[config.mk]
export PLATFORM = sky130hd
export DESIGN_NAME = instr_mem_loader
export DESIGN_NICKNAME = d
export VERILOG_FILES = /design/src/rtl/loader_pkg.sv /design/src/rtl/imem_array.sv /design/src/rtl/instr_mem_loader.sv
export SDC_FILE = /design/constraint.sdc
export NUM_CORES = 2
export LEC_CHECK = 0
export CORE_MARGIN = 2
export CORE_UTILIZATION = 35
export CTS_CLUSTER_SIZE = 28
export DETAILED_ROUTE_END_ITERATION = 8
export PLACE_DENSITY = 0.56
export SYNTH_ARGS = -nofsm -noshare
export SYNTH_HDL_FRONTEND = slang
export SYNTH_SLANG_ARGS = --single-unit
[constraint.sdc]
create_clock -name clk_i -period 9 [get_ports clk_i]
set_input_delay 1.8 -clock clk_i [delete_from_list [all_inputs] [get_ports clk_i]]
set_output_delay 1.8 -clock clk_i [all_outputs]
set_load 0.005 [all_outputs]
[src/rtl/loader_pkg.sv]
// ============================================================================
// Module   : loader_pkg
// Purpose  : Shared types and constants for the instruction-memory loader.
// Revision : 1.0 - initial release
// ============================================================================
`default_nettype none

package loader_pkg;

  // Loader states; S_CKSUM is only reachable with LOADER_CHECKSUM_EN defined.
  typedef enum logic [2:0] {
    S_LEN_HI = 3'd0,
    S_LEN_LO = 3'd1,
    S_DATA   = 3'd2,
    S_CKSUM  = 3'd3,
    S_DONE   = 3'd4,
    S_ERR    = 3'd5
  } state_t;

  // Length header is a big-endian 16-bit word count.
  localparam int HDR_BYTES           = 2;
  localparam int DEFAULT_DEPTH_WORDS = 128;

endpackage

`default_nettype wire

[src/rtl/imem_array.sv]
// ============================================================================
// Module   : imem_array
// Purpose  : DEPTH_WORDS x 32 instruction store, one synchronous write port
//            and one combinational read port. Contents are never reset.
// Revision : 1.0 - initial release
// ============================================================================
`default_nettype none

module imem_array #(
  parameter int DEPTH_WORDS = 128,
  parameter int ADDR_W      = 7
) (
  input  logic              clk_i,
  input  logic              we_i,
  input  logic [ADDR_W-1:0] waddr_i,
  input  logic [31:0]       wdata_i,
  input  logic [ADDR_W-1:0] raddr_i,
  output logic [31:0]       rdata_o
);

  logic [31:0] mem [DEPTH_WORDS];

  // Synchronous write; the new word is readable from the following cycle.
  always_ff @(posedge clk_i) begin
    if (we_i) begin
      mem[waddr_i] <= wdata_i;
    end
  end

  // Asynchronous read for the CPU fetch path.
  always_comb begin
    rdata_o = mem[raddr_i];
  end

endmodule

`default_nettype wire

[src/rtl/instr_mem_loader.sv]
// ============================================================================
// Module   : instr_mem_loader
// Purpose  : Boot-time loader. Receives a length header and big-endian byte
//            stream, writes words into the instruction store, serves the CPU
//            fetch port and holds the CPU in reset until the load completes.
//            Optional macro LOADER_CHECKSUM_EN adds a trailing XOR checksum
//            byte that must match before the CPU is released.
// Revision : 1.0 - initial release
// ============================================================================
`default_nettype none

module instr_mem_loader
  import loader_pkg::*;
#(
  parameter int DEPTH_WORDS = DEFAULT_DEPTH_WORDS,
  parameter int ADDR_W      = 7
) (
  input  logic              clk_i,
  input  logic              rst_i,
  input  logic [7:0]        byte_data_i,
  input  logic              byte_valid_i,
  output logic              byte_ready_o,
  input  logic [31:0]       pc_addr_i,
  output logic [31:0]       instr_o,
  output logic              cpu_rst_o,
  output logic              load_done_o,
  output logic              load_err_o,
  output logic [ADDR_W:0]   words_loaded_o
);

  localparam logic [31:0] FETCH_LIMIT = 32'(4 * DEPTH_WORDS);
  localparam logic [15:0] MAX_N       = 16'(DEPTH_WORDS);

  state_t            state_q, state_d;
  logic [15:0]       n_q, n_d;
  logic [1:0]        lane_q, lane_d;
  logic [23:0]       word_q, word_d;
  logic [ADDR_W:0]   words_q, words_d;
  logic              cpu_rst_q, cpu_rst_d;
  logic              done_q, done_d;
  logic              err_q, err_d;
`ifdef LOADER_CHECKSUM_EN
  logic [7:0]        cksum_q, cksum_d;
`endif

  logic              xfer;
  logic [15:0]       n_new;
  logic              we;
  logic [31:0]       wdata;
  logic [31:0]       rdata;

  // Ready is forced low while reset is asserted so no byte can slip in.
  always_comb begin
    byte_ready_o = !rst_i && (state_q == S_LEN_HI || state_q == S_LEN_LO ||
                              state_q == S_DATA   || state_q == S_CKSUM);
    xfer         = byte_valid_i && byte_ready_o;
    n_new        = {n_q[15:8], byte_data_i};
    wdata        = {word_q, byte_data_i};
  end

  // Next-state, header/word assembly and registered-output decode.
  always_comb begin
    state_d = state_q;
    n_d     = n_q;
    lane_d  = lane_q;
    word_d  = word_q;
    words_d = words_q;
    we      = 1'b0;
`ifdef LOADER_CHECKSUM_EN
    cksum_d = cksum_q;
    if (xfer && state_q != S_CKSUM) begin
      cksum_d = cksum_q ^ byte_data_i;
    end
`endif
    case (state_q)
      S_LEN_HI: begin
        if (xfer) begin
          n_d     = {byte_data_i, n_q[7:0]};
          state_d = S_LEN_LO;
        end
      end
      S_LEN_LO: begin
        if (xfer) begin
          n_d = n_new;
          if (n_new == 16'd0) begin
`ifdef LOADER_CHECKSUM_EN
            state_d = S_CKSUM;
`else
            state_d = S_DONE;
`endif
          end else if (n_new > MAX_N) begin
            state_d = S_ERR;
          end else begin
            state_d = S_DATA;
          end
        end
      end
      S_DATA: begin
        if (xfer) begin
          lane_d = 2'(lane_q + 2'd1);
          case (lane_q)
            2'd0: word_d[23:16] = byte_data_i;
            2'd1: word_d[15:8]  = byte_data_i;
            2'd2: word_d[7:0]   = byte_data_i;
            default: begin
              we      = 1'b1;
              words_d = words_q + (ADDR_W+1)'(1);
              if (16'(words_d) == n_q) begin
`ifdef LOADER_CHECKSUM_EN
                state_d = S_CKSUM;
`else
                state_d = S_DONE;
`endif
              end
            end
          endcase
        end
      end
`ifdef LOADER_CHECKSUM_EN
      S_CKSUM: begin
        if (xfer) begin
          state_d = (byte_data_i == cksum_q) ? S_DONE : S_ERR;
        end
      end
`endif
      default: state_d = state_q;
    endcase
    cpu_rst_d = (state_d != S_DONE);
    done_d    = (state_d == S_DONE);
    err_d     = (state_d == S_ERR);
  end

  // State and output registers with synchronous reset.
  always_ff @(posedge clk_i) begin
    if (rst_i) begin
      state_q   <= S_LEN_HI;
      n_q       <= 16'd0;
      lane_q    <= 2'd0;
      word_q    <= 24'd0;
      words_q   <= '0;
      cpu_rst_q <= 1'b1;
      done_q    <= 1'b0;
      err_q     <= 1'b0;
`ifdef LOADER_CHECKSUM_EN
      cksum_q   <= 8'd0;
`endif
    end else begin
      state_q   <= state_d;
      n_q       <= n_d;
      lane_q    <= lane_d;
      word_q    <= word_d;
      words_q   <= words_d;
      cpu_rst_q <= cpu_rst_d;
      done_q    <= done_d;
      err_q     <= err_d;
`ifdef LOADER_CHECKSUM_EN
      cksum_q   <= cksum_d;
`endif
    end
  end

  imem_array #(
    .DEPTH_WORDS (DEPTH_WORDS),
    .ADDR_W      (ADDR_W)
  ) u_imem_array (
    .clk_i   (clk_i),
    .we_i    (we),
    .waddr_i (words_q[ADDR_W-1:0]),
    .wdata_i (wdata),
    .raddr_i (pc_addr_i[ADDR_W+1:2]),
    .rdata_o (rdata)
  );

  // Fetch returns zero outside the implemented address range.
  always_comb begin
    instr_o        = (pc_addr_i < FETCH_LIMIT) ? rdata : 32'h0;
    cpu_rst_o      = cpu_rst_q;
    load_done_o    = done_q;
    load_err_o     = err_q;
    words_loaded_o = words_q;
  end

endmodule

`default_nettype wire

== Word-level counts from Yosys, hierarchy flattened ==
Memories as Yosys holds them, arrays and structs flattened.
Index checks and enable logic that the tools add are counted.

* Bits in registers: 56
* Memory bits (writable): 4,096
* Output and inout bits: 44
* Memories: 1

{| class="wikitable"
|+ Memories
! memory !! words !! width !! rd ports !! clocked after memory_dff !! wr ports !! RTL line !! source
|-
| u_imem_array.mem || 128 || 32 || 1 || 0 || 1 || imem_array.sv:21 || <nowiki>logic [31:0] mem [DEPTH_WORDS];</nowiki>
|}

* Add/subtract/negate cells: 2
* Magnitude comparators: 2
* Eq/ne operators: 9
* Mux-type cells: 17
* Bitwise gates (word level): 3
* Reductions and logical operators: 17

{| class="wikitable"
|+ Operators with widths
! kind !! number
|-
| 32-bit by 10-bit less-than comparator with 1-bit output, second input constant || 1
|-
| 32-bit 2-to-1 mux || 1
|-
| 16-bit case mux with 2 select lines || 1
|-
| 3-bit 2-to-1 mux || 7
|-
| 3-bit AND reduction || 6
|-
| 8-bit by 16-bit == test with 1-bit output || 1
|-
| 16-bit by 8-bit > comparator with 1-bit output, second input constant || 1
|-
| 16-bit zero test || 1
|-
| 16-bit 2-to-1 mux || 1
|-
| 3-bit case mux with 3 select lines || 1
|-
| 8-bit by 1-bit adder with 8-bit output, second input constant || 1
|-
| 8-bit 2-to-1 mux || 1
|-
| 3-bit by 2-bit == test with 1-bit output, second input constant || 2
|-
| 3-bit == test, second input constant || 2
|-
| 1-bit 2-to-1 mux || 5
|-
| 3-bit by 1-bit == test with 1-bit output, second input constant || 1
|-
| 3-bit zero test || 1
|-
| 1-bit logical OR || 3
|-
| 3-bit != test, second input constant || 1
|-
| 1-bit inverter || 3
|-
| 3-bit OR reduction || 1
|-
| 2-bit by 1-bit adder with 2-bit output, second input constant || 1
|-
| 2-bit by 1-bit == test with 1-bit output, second input constant || 1
|-
| 2-bit == test, second input constant || 1
|-
| 4 further kinds || 5
|}

== Depth between registers and ports, before layout ==
* Word-level depth: 10
* Gate-level depth with buffers: 12

== By module ==
Synthesis repeated with hierarchy kept, for this count alone.

* Cell total of the unflattened synthesis: 6,305
* Area, all modules: 158,449.5 µm²

{| class="wikitable"
|+ By module, submodules not included
! module !! times used !! cells each !! area an instance (µm²) !! seq. area each (µm²)
|-
| imem_array || 1 || 5,958 || 155,635.5 || 122,998.0
|-
| instr_mem_loader || 1 || 347 || 2,813.9 || 1,121.1
|}

== Least setup slack after synthesis ==
No wires, ideal clock.

* Path kind: input-to-output
* From: input pc_addr_i[3]
* To: output instr_o[11]
* Arrival time: 3.699 ns
* Data required time: 7.200 ns
* Slack: 3.501 ns
* Stages on the path: 10
* Cells stage by stage: buf_2 buf_2 buf_2 buf_4 buf_2 mux4_2 a221oi_1 o21ai_1 nor4_1 nor2_1

* Cells in the longest elaborated chain, start to end: 2
* Elaborated cells between the ends (all ways): 3
* Classes of those cells: 1 x order compare; 1 x mux; 1 x memory

{| class="wikitable"
|+ Ends and longest elaborated chain
! what !! RTL line !! source
|-
| start, declared || instr_mem_loader.sv:23 || <nowiki>input logic [31:0] pc_addr_i,</nowiki>
|-
| 32-bit by 10-bit less-than comparator with 1-bit output / memory 128 x 32 bit (equally long branches) || n/a ||
|-
| 32-bit 2-to-1 mux * || instr_mem_loader.sv:176 || <nowiki>instr_o = (pc_addr_i < FETCH_LIMIT) ? rdata : 32'h0;</nowiki>
|-
| end, declared || instr_mem_loader.sv:24 || <nowiki>output logic [31:0] instr_o,</nowiki>
|}

Mark *: on every way between the ends. The rest lies on a longest branch, timed or not.

== Worst setup path after layout ==
* From: input pc_addr_i[2]
* To: output instr_o[22]

Same word-level chain as after synthesis.

==> results.md <==
* Area of the multi-input gates at 0.0342 mm²
* Combined area of all synthesized cells at 0.160 mm²
* Final design utilization at 40.3%
* Average cell area after synthesis at 21.5 µm²
* Starting utilization of the core area at between 30% and 40%
* Global route overflow at 0
* RR Endpoint: u_imem_array.mem[27][21]$_DFFE_PP_
* Number of flops mapped to enable cells by yosys at 4096
* Non-Filler Cell Area, Final at 0.184 mm²
* Sequential element share of the synthesized area at 77.6%
* Yosys reg bits at 4152
* Run status: finished, final reports clean
* Internal power of the cells at 0.0312 W
* Clock Root Buffer: sky130_fd_sc_hd__clkbuf_16
* Cell-by-cell trace of the critical path: buf_16, buf_4, mux4_2, a22oi_1, a21oi_1, nor4_2, nor3_1, buf_4, clkdlybuf4s50_1
* Critical Path Start Type: input port
* Die area at 0.463 mm²
* Setup crit end kind: primary output
* Leak at between 50 and 60 nW
* Area growth from synthesis to layout at 14.8%
* Syn_nets at 7492
* Share of Yosys cell area claimed by the top area cell type at just under 80%
* Setup Skew at ~0.043 ns
* Via count of the first global-routing pass at 80500
* R2r worst-path depth at 7
* Part of the total power dissipated in the clock network at between 40 and 50%
* Total power per unit cell area at roughly 210 mW/mm²
* Horizontal die dimension at 680 µm
* Setup TNS at 0 ns
* Overall power after layout at 0.0394 W
* Proportion of layout cells with a drive suffix above 1 at between 20% and 30%
* Logic gate share of total power at between 3 and 4%
* Cells taking the most area after synthesis: sky130_fd_sc_hd__edfxtp_1, sky130_fd_sc_hd__mux4_2, sky130_fd_sc_hd__mux2i_1, sky130_fd_sc_hd__a22oi_1, sky130_fd_sc_hd__dfxtp_1
* # setup viols final at 0
* Data arrival at the endpoint of the critical path at 6.24 ns
* Worst stage delay on the critical path at 1.14 ns
* Final number of max-transition violations at 0
* Resize count post-CTS at 0
* DR vias/cell at 5.62
* Pin slew with the least headroom to its limit at 1.32 ns
* Final worst-path cycle share at 89.3%
* Startpoint of the worst register-to-register path: state_q[0]$_SDFF_PP0_
* Number of cells produced by synthesis at 7444
* Most used cell, CP: sky130_fd_sc_hd__buf_4
* Minimum period implied by the final worst setup slack at ~8 ns
* Cell taking the most area after synthesis: sky130_fd_sc_hd__edfxtp_1
* Number of filler instances in the final layout at 39800
* DRC marker count from the first detailed-route iteration at 10100
* Routed via count at 80300
* Switching Share at 20.9%
* Cell with the most instances after synthesis: sky130_fd_sc_hd__edfxtp_1
* GRT Util Overall at 19.7%
* Net load switching power at 0.00824 W
* Wire length per cell after detailed routing at 32.7 µm
* Commonest cells post-synth: sky130_fd_sc_hd__edfxtp_1, sky130_fd_sc_hd__mux4_2, sky130_fd_sc_hd__mux2i_1, sky130_fd_sc_hd__a22oi_1, sky130_fd_sc_hd__nor2_1
* Hold_buf cts at 0
* Min-delay src: n_q[10]$_SDFFE_PP0P_
* Final HPWL DP at 272 mm
* Hold path cells at 2
* Max Freq at about 0.12 GHz
* Ys async rst share at 0%
* VDD IR-drop max at 0.181 mV
* Global-route wire length before repair at 641 mm
* FF+latch area at 0.124 mm²
* DRC violations left at 0
* Clock Latency Late Sink at just under 1 ns
* Total setup buffers inserted after CTS at 0
* CTS Buffer Depth at 4
* CTS buffer count at 416
* H-Tree Depth at 5
* Sink of the worst hold path: n_q[10]$_SDFFE_PP0P_
* Pin count of the biggest net entering global routing at just under 100
* Most common flop cell mapped by yosys: sky130_fd_sc_hd__edfxtp_1
* Number of antenna-violating nets in the routed design at 0
* Minimum setup slack among reg-to-reg paths at 4.43 ns
* Maximum Capacitance Violations at 0
* Critical Path RT at 7.20 ns
* Power share of the sequential group at 53.3%
* Clock sink count at 4152
* Final wirelength at about 470 mm
* Max stage delay cell, worst path: sky130_fd_sc_hd__nor4_2
* Number of top-level pins at 87
* Fin. Hold Viols at 0
* Worst-case hold slack at about 0.46 ns
* Final weighted congestion in routability-driven placement at 0.804
* Count of standard-cell rows at around 250
* Worst min-delay path category: flip-flop to flip-flop
* Crit path max fanout at 86
* Number of different library cells in the post-synthesis netlist at 63
* Area inside the core boundary at 0.456 mm²
* Drt pass-1 iters at 6
* Vert. Die Dim at 680 µm
* Kind of critical path: input port to primary output
* Yosys warns at 0
* Instance area after placement at 0.170 mm²
* RSZ-0062 raised after global routing: false
* Port Buffer Count at 84
* Fin nets at 7985
* Tightest slew margin relative to the limit at 11.2%
* CTS clock-pin slew for the worst setup and hold paths at 0.05 ns
* Number of antenna violations at the first check in global routing at 31
* TritonCTS clock tree: done
[flip-flops by register name (all words and copies together), names as in the netlist]
| register | count |
|---|---|
| load_err_o | 1 |
| word_q | 24 |
| load_done_o | 1 |
| n_q | 16 |
| cpu_rst_o | 1 |
| words_loaded_o | 8 |
| lane_q | 2 |
| state_q | 3 |
| u_imem_array.mem | 4096 |
[worst max-delay path by stage]
stage / from / to / slack (ns) / cells past startpoint
4_1_cts: pc_addr_i[7] / instr_o[31] / 0.89 / 10
6_report: pc_addr_i[2] / instr_o[22] / 0.96 / 9
3_5_place_dp: pc_addr_i[7] / instr_o[31] / 0.89 / 10
3_3_place_gp: pc_addr_i[2] / instr_o[31] / -0.09 / 10
5_1_grt: pc_addr_i[7] / instr_o[31] / 0.80 / 10
2_1_floorplan: pc_addr_i[3] / instr_o[11] / 3.50 / 10
[power groups by stage]
stage	Combinational [W]	Sequential [W]	Clock, W
after detailed placement	0.00139	0.0214	0
after floorplan	0.000790	0.0214	0
final	0.00138	0.0210	0.0170
after global placement	0.00138	0.0214	0
after global routing	0.00144	0.0210	0.0180
after CTS	0.00139	0.0210	0.0173
[stage by stage]
| step | cells | setup WS [ns] |
|---|---|---|
| after floorplan | 7444 | 3.50 |
| after global placement | 13500 | -0.0941 |
| after detailed placement | 13500 | 0.895 |
| after CTS | 14300 | 0.889 |
| after global routing | 14300 | 0.801 |
| final | 14300 | 0.959 |
[layer usage]
| metal | global-route usage [%] | vias up | share of wire [%] |
|---|---|---|---|
| met1 | 26.6 | 43800 | 40 |
| li1 | - | 32400 | - |
| met2 | 32.9 | 3447 | 49 |
| met4 | 7.00 | 4 | 3.9 |
| met5 | 0 | - | 0.0049 |
| met3 | 2.38 | 664 | 6.9 |
[placed cells by master (no fill, tap or decap), types with 40 or more instances in the layout]
master,netlist,final
sky130_fd_sc_hd__nand2_1,151,146
sky130_fd_sc_hd__clkinv_1,1,91
sky130_fd_sc_hd__mux2i_1,639,639
sky130_fd_sc_hd__o21ai_0,42,42
sky130_fd_sc_hd__edfxtp_1,4096,4096
sky130_fd_sc_hd__clkdlybuf4s50_1,0,67
sky130_fd_sc_hd__buf_12,12,40
sky130_fd_sc_hd__clkinv_2,0,80
sky130_fd_sc_hd__nor2_4,0,133
sky130_fd_sc_hd__clkbuf_16,0,422
sky130_fd_sc_hd__a21oi_1,164,164
sky130_fd_sc_hd__nor2_1,187,53
sky130_fd_sc_hd__buf_4,36,391
sky130_fd_sc_hd__clkbuf_1,158,102
sky130_fd_sc_hd__nand3_1,153,149
sky130_fd_sc_hd__a31oi_1,53,53
sky130_fd_sc_hd__a22oi_1,315,315
sky130_fd_sc_hd__mux4_2,812,812
[worst max-delay path, delay by kind of cell]
kind,cells,cell delay [ns]
buffers and inverters,4,1.91
and+or+nand+nor,2,1.37
muxes,1,0.58
AOI/OAI and AO/OA,2,0.34
[cell type report]
type,instances,share of cell area (%)
Multi-Input combinational cell,2854,18.6
Sequential cell,4152,67.6
Clock buffer,525,5.96
Antenna cell,6,0.00817
Tap cell,6000,4.09
Clock inverter,243,1.26
Inverter,8,0.0218
Timing Repair Buffer,505,2.44
[cells by family after synthesis]
family                   Yosys count  synth area share [%]
multiplexers                    1471                  15.6
XOR/XNOR                          19                 0.104
buffers and inverters            438                  1.80
adder cells (fa/ha/maj)            5                0.0391
AND/OR/NAND/NOR                  612                  1.75
flip-flops                      4152                  77.6
AO/OA/AOI/OAI                    747                  3.16
No activity file was read; power rests on OpenSTA's default activity.
